--- config.mk ---
export PLATFORM = sky130hd
export DESIGN_NAME = program_loader
export DESIGN_NICKNAME = d
export VERILOG_FILES = /design/src/rtl/program_loader.sv
export SDC_FILE = /design/constraint.sdc
export NUM_CORES = 1
export LEC_CHECK = 0
export CAP_MARGIN = 20
export CELL_PAD_IN_SITES_DETAIL_PLACEMENT = 0
export CELL_PAD_IN_SITES_GLOBAL_PLACEMENT = 1
export CORE_MARGIN = 2
export CORE_UTILIZATION = 43
export CTS_CLUSTER_DIAMETER = 200
export DETAILED_ROUTE_END_ITERATION = 6
export PLACE_DENSITY = 0.92
export SETUP_SLACK_MARGIN = 0.2
export SKIP_LAST_GASP = 1
export SLEW_MARGIN = 15
export SYNTH_ARGS = -nofsm -noshare
export SYNTH_HDL_FRONTEND = slang
export SYNTH_SLANG_ARGS = --single-unit
--- constraint.sdc ---
create_clock -name CLK -period 2.6 [get_ports CLK]
set_clock_uncertainty 0.1 [all_clocks]
set_input_delay 0.39 -clock CLK [delete_from_list [all_inputs] [get_ports CLK]]
set_output_delay 0.39 -clock CLK [all_outputs]
set_load 0.005 [all_outputs]
--- src/rtl/program_loader.sv ---
// program_loader: serial byte-stream loader that writes length-prefixed, XOR-checksummed machine code into instruction memory (ports: CLK/RST, start, rx_data/rx_valid/rx_ready, instr_mem_write_enable/MachineCodeAddress/MachineCodeData, busy/cpu_hold, done/error)
module program_loader #(
  parameter int MEM_DEPTH      = 512,
  parameter int TIMEOUT_CYCLES = 100000
) (
  input  logic        CLK,
  input  logic        RST,
  input  logic        start,
  input  logic [7:0]  rx_data,
  input  logic        rx_valid,
  output logic        rx_ready,
  output logic        instr_mem_write_enable,
  output logic [15:0] MachineCodeAddress,
  output logic [15:0] MachineCodeData,
  output logic        busy,
  output logic        cpu_hold,
  output logic        done,
  output logic        error
);
  typedef enum logic [3:0] {IDLE, LEN_LO, LEN_HI, DATA_LO, DATA_HI, WRITE, CHK, DONE, ERROR} state_t;
  localparam int TW = $clog2(TIMEOUT_CYCLES + 1);
  localparam logic [16:0] MAX_N = 17'(MEM_DEPTH);
  state_t state;
  logic [15:0] n, idx, len;
  logic [7:0] lo, chk;
  logic [TW-1:0] tmo;
  logic acc, timed, tmo_hit;
  assign rx_ready = state inside {LEN_LO, LEN_HI, DATA_LO, DATA_HI, CHK};
  assign instr_mem_write_enable = state == WRITE;
  assign busy = state inside {LEN_LO, LEN_HI, DATA_LO, DATA_HI, WRITE, CHK};
  assign cpu_hold = busy;
  assign acc = rx_valid & rx_ready;
  assign len = {rx_data, lo};
  assign timed = state inside {LEN_HI, DATA_LO, DATA_HI, CHK};
  assign tmo_hit = tmo == TW'(TIMEOUT_CYCLES - 1);
  always_ff @(posedge CLK) begin
    if (RST) begin
      state <= IDLE;
      n <= '0;
      idx <= '0;
      lo <= '0;
      chk <= '0;
      tmo <= '0;
      MachineCodeAddress <= '0;
      MachineCodeData <= '0;
      done <= 1'b0;
      error <= 1'b0;
    end else begin
      if (timed) tmo <= acc ? '0 : tmo + 1'b1;
      case (state)
        IDLE, DONE, ERROR: if (start) begin
          state <= LEN_LO;
          done <= 1'b0;
          error <= 1'b0;
          idx <= '0;
          chk <= '0;
          tmo <= '0;
        end
        LEN_LO: if (acc) begin
          lo <= rx_data;
          state <= LEN_HI;
        end
        LEN_HI: if (acc) begin
          n <= len;
          error <= {1'b0, len} > MAX_N;
          state <= {1'b0, len} > MAX_N ? ERROR : len == '0 ? CHK : DATA_LO;
        end
        DATA_LO: if (acc) begin
          lo <= rx_data;
          chk <= chk ^ rx_data;
          state <= DATA_HI;
        end
        DATA_HI: if (acc) begin
          MachineCodeAddress <= idx;
          MachineCodeData <= len;
          chk <= chk ^ rx_data;
          state <= WRITE;
        end
        WRITE: begin
          idx <= idx + 16'd1;
          state <= idx + 16'd1 == n ? CHK : DATA_LO;
        end
        CHK: if (acc) begin
          done <= rx_data == chk;
          error <= rx_data != chk;
          state <= rx_data == chk ? DONE : ERROR;
        end
        default: state <= IDLE;
      endcase
      // a stalled stream overrides whatever the state decoded above
      if (timed && !acc && tmo_hit) begin
        state <= ERROR;
        error <= 1'b1;
      end
    end
  end
endmodule

* Yosys cells after proc, flatten, opt, wreduce, memory -nomap -nowiden
Index checks and enable logic that the tools add are counted.
Storage, ports and cells: register bits 103, logic and storage cells 94, input port bits 12
Cells by class: add/subtract/negate cells 2, mux-type cells 28, equality and inequality tests 25, reductions and logical operators 25, bitwise logic cells 2, order comparisons 1
Operator list (number):
- $mux W17 | 4
- $mux W4 | 9
- $pmux W16 S2 | 1
- $pmux W4 S7 | 1
- $add A17 B1 Y17 const B | 1
- $eq A17 B17 Y1 const B | 1
- $add A16 B1 Y16 const B | 1
- $eq A16 B16 Y1 | 1
- $eq A4 B3 Y1 const B | 4
- $gt A16 B10 Y1 const B | 1
- $logic_not A16 Y1 | 1
- $mux W16 | 1
- $mux W8 | 2
- $pmux W8 S2 | 1
- $ne A3 B2 Y1 const B | 5
- $ne A2 B2 Y1 const B | 6
- $reduce_and A6 Y1 | 2
- $eq A4 B2 Y1 const B | 2
- $eq A8 B8 Y1 | 1
- $ne A8 B8 Y1 | 1
- $reduce_and A2 Y1 | 4
- $reduce_bool A4 Y1 | 2
- $xor A8 B8 Y8 | 1
- $mux W3 | 2
- 18 further kinds | 28

* Depth between registers and ports, before layout
Gate-level depths: netlist of run 1.
word-level depth 8, depth in mapped cells 8, mapped depth without buffers 7

* Least setup slack after synthesis of run 1
No wires, ideal clock.
path kind flip-flop to flip-flop, from reg idx[0], to reg state[0], data required time 2.368 ns, data arrival time 1.931 ns, cell stages (with the launch flop) 8, path buffers 0, setup slack 0.437 ns, path through dfxtp_1 > ha_1 > nand3_1 > nor4_1 > xnor2_1 > nand4_1 > nor4_1 > o211ai_2
On the way: cells in the longest elaborated chain, start to end 4
Ends and longest elaborated chain:
- start, declared | line 24 | logic [15:0] n, idx, len;
- start signal, assigned | line 80 | idx <= idx + 16'd1;
- $add A16 B1 Y16 | line 81 | state <= idx + 16'd1 == n ? CHK : DATA_LO;
- $eq A16 B16 Y1 | line 81
- $mux W3 | line 81
- $pmux W4 S7 | line 50 | case (state)
- end signal, assigned | line 66 | state <= {1'b0, len} > MAX_N ? ERROR : len == '0 ? CHK : DATA_LO;
- end signal, assigned | line 81
- end signal, assigned | line 86 | state <= rx_data == chk ? DONE : ERROR;
- end, declared | line 23 | state_t state;
No other way between the ends. A chain may end at the register's enable or synchronous reset.

* Final worst setup path of run 1
from reg state[0], to out instr_mem_write_enable
On the way: cells in the longest elaborated chain, start to end 1
Ends and longest elaborated chain:
- $eq A4 B3 Y1 | line 29 | assign instr_mem_write_enable = state == WRITE;
- end, declared | line 12 | output logic instr_mem_write_enable,
No other way between the ends.

==> reports/metrics.yaml, run 1 <==
outcome: "finished, final reports clean"
yosys_warnings: 0
async_flop_share: 0
cp_slowest_cell: "clkdlybuf4s50_1"
period_share: 0.882
routabilityCongestion: 0.868
seqCellArea_um2: 2070
total_power_mw: 4.29
cp_data_required_time_ns: 2.11
ys_ff_latch: 103
final_util: 0.539
syn_avg_cell_area_um2: 8.00
firstDrtPassIters: 5
row_count: 39
clock_latency_ns: 0.36
ys_types: 55
cp-end-kind: "primary output"
drc: 0
postRouteAntennaNets: 0
criticalPathCategory: "reg2out"
cts_hold_buf: 0
cts.htree.levels: 3
synth_area_um2: 5140
area_delta_synth_final_pct: 20.8
clock-root-buffer: "clkbuf_16"
dieHeight_um: 113
nFillCells: 1071
tightest_slew_ns: 0.883
synth-main-ff-cell: "dfxtp_1"
gr-usage-met3: 0.0337
grt_pass1_vias: 4325
final_nets: 700
clk_path_buf_depth: 2
grt.overflow.total: 0
start_util: 0.446
worstPathCellList: "buf_6 -> nand3b_1 -> inv_2 -> buf_6 -> clkdlybuf4s50_1"
vias_per_cell: 5.58
dieArea_um2: 12800
drv_slew: 0
grt_start_max_net_pins: 84
seq_area_frac_synth: 0.401
wl_per_cell_um: 15.4
layout_common_cells: "dfxtp_1, nand2_1, a21oi_1, nor2_1, clkdlybuf4s50_1"
grt_util_all_layers: 0.207
antenna_cells: 0
grt_first_pass_wirelength_um: 21400
grt.busiest_layer: "met2"
multi_input_area_um2: 2880
critical_path.most_common_cell: "buf_6"
synth_nets: 656
drtIter0Drc: 305
fin_tns_setup_ns: 0
use_met2: 0.327
io_buffers: 49
layout_commonest_cell: "dfxtp_1"
wl_um: 12900
chipWidth_um: 113
io_pins: 50
dpl.hpwl_um: 8910
ir_drop_v: 0.000394
setup_viol: 0
cap_violations: 0
relSlewSlack: 0.411
cp-start-kind: "flop"
hold_violations: 0
synthCells: 642
cp.arrival_ns: 1.80
use_met1: 0.277
layout-drive-gt1-share: 0.113
antenna_found_initial: 0
crit_path_max_fanout: 13
max_freq_ghz: 0.436
synth_edf_count: 0
clk_pin_slew_ns: 0.07
max_stage_delay_ns: 0.50
clock_sinks: 103
rsz0062_at_grt: "false"
p_leak_nw: 2.31
tritoncts: "yes"
vias: 4653
powerDensity_nw_per_um2: 690
hp-class: "reg2reg"
cts_buffers: 9
min_period_ns: 2.29
core_area_um2: 11500
[final cells by class]
type                            instances  area share
Multi-Input combinational cell        485       0.464
Sequential cell                       103       0.334
Timing Repair Buffer                   81       0.119
Clock buffer                            9      0.0363
Tap cell                              143      0.0288
Clock inverter                          7      0.0149
Inverter                                6     0.00363
[through the flow]
stage               instance area, um2  instances  hold slack [ns]  worst slack, ns
floorplan                         5140        642            0.351            0.437
global placement                  5780        812            0.346            0.176
detailed placement                5780        812            0.348            0.147
CTS                               6160        833            0.358            0.181
global route                      6210        834            0.376            0.187
finish                            6210        834            0.355            0.308
[metal layers]
| metal | wire length (um) | up-vias |
|---|---|---|
| li1 | - | 2310 |
| met1 | 5950 | 2179 |
| met2 | 5990 | 140 |
| met3 | 610 | 24 |
| met4 | 301 | 0 |
| met5 | 0 | - |
[kinds of logic after synthesis]
group | count (synthesis) | share of synthesized area
XOR/XNOR | 44 | 0.0750
buffers and inverters | 54 | 0.0475
AO/OA/AOI/OAI | 141 | 0.160
adder cells (fa/ha/maj) | 2 | 0.00487
flip-flops | 103 | 0.401
AND/OR/NAND/NOR | 274 | 0.264
multiplexers | 24 | 0.0467
[cells in the mapped netlist, drive strengths merged (4+ instances only)]
cell type,number,area share
dfxtp,103,0.40
nand2,91,0.068
a21oi,75,0.074
nor2,69,0.050
o21ai,34,0.033
clkbuf,25,0.019
mux2i,24,0.047
buf,23,0.024
xor2,23,0.039
xnor2,21,0.036
nand3,20,0.020
nor3,14,0.016
nand3b,13,0.019
nand4,10,0.013
and3,9,0.011
nor4,8,0.011
or3,8,0.0097
a211oi,6,0.0097
inv,6,0.0044
nand2b,6,0.0073
a21boi,5,0.0073
a31oi,5,0.0061
o211ai,5,0.0093
or2,5,0.0061
and2,4,0.0049
or4,4,0.0073
[worst max-delay path: cells and delay by family, from the launching register on]
| family | cells | cell delay, ns |
|---|---|---|
| simple gates | 1 | 0.12 |
| buf+inv | 4 | 0.90 |
| flops | 1 | 0.42 |
[flip-flops by register name, summed over array words and instances (netlist names)]
name,count
MachineCodeAddress,16
MachineCodeData,16
chk,8
done,1
error,1
idx,16
lo,8
n,16
state,4
tmo,17
[final timing paths]
path | start | to | slack [ns] | cells after the start
hold reg to reg | MachineCodeAddress[11]$_SDFFE_PP0P_ | MachineCodeAddress[11]$_SDFFE_PP0P_ | 0.35 | 2
hold / removal | MachineCodeAddress[11]$_SDFFE_PP0P_ | MachineCodeAddress[11]$_SDFFE_PP0P_ | 0.35 | 2
setup / recovery | state[0]$_SDFFE_PP0P_ | instr_mem_write_enable | 0.31 | 5
setup reg to reg | idx[1]$_SDFFE_PP0P_ | state[0]$_SDFFE_PP0P_ | 0.31 | 8
[power breakdown]
group	switching [mW]	leakage, nW	internal [mW]
registers	0.0903	0.833	1.65
clock network	0.666	0.158	0.779
logic	0.642	1.32	0.459
[what timing repair did]
action / 4_1_cts / 5_1_grt
buffers inserted: 5 / 1
gates resized for setup: 11 / 10
pin swaps: 1 / 0
setup endpoints to repair: 6 / 21
Power figures use the tool's default switching activity.
==> run 2, diff against run 1 <==
Settings changed: HOLD_SLACK_MARGIN set to 0.1.
==> results of run 2 <==
Final layout, timing and power as in run 1 (identical DEF).
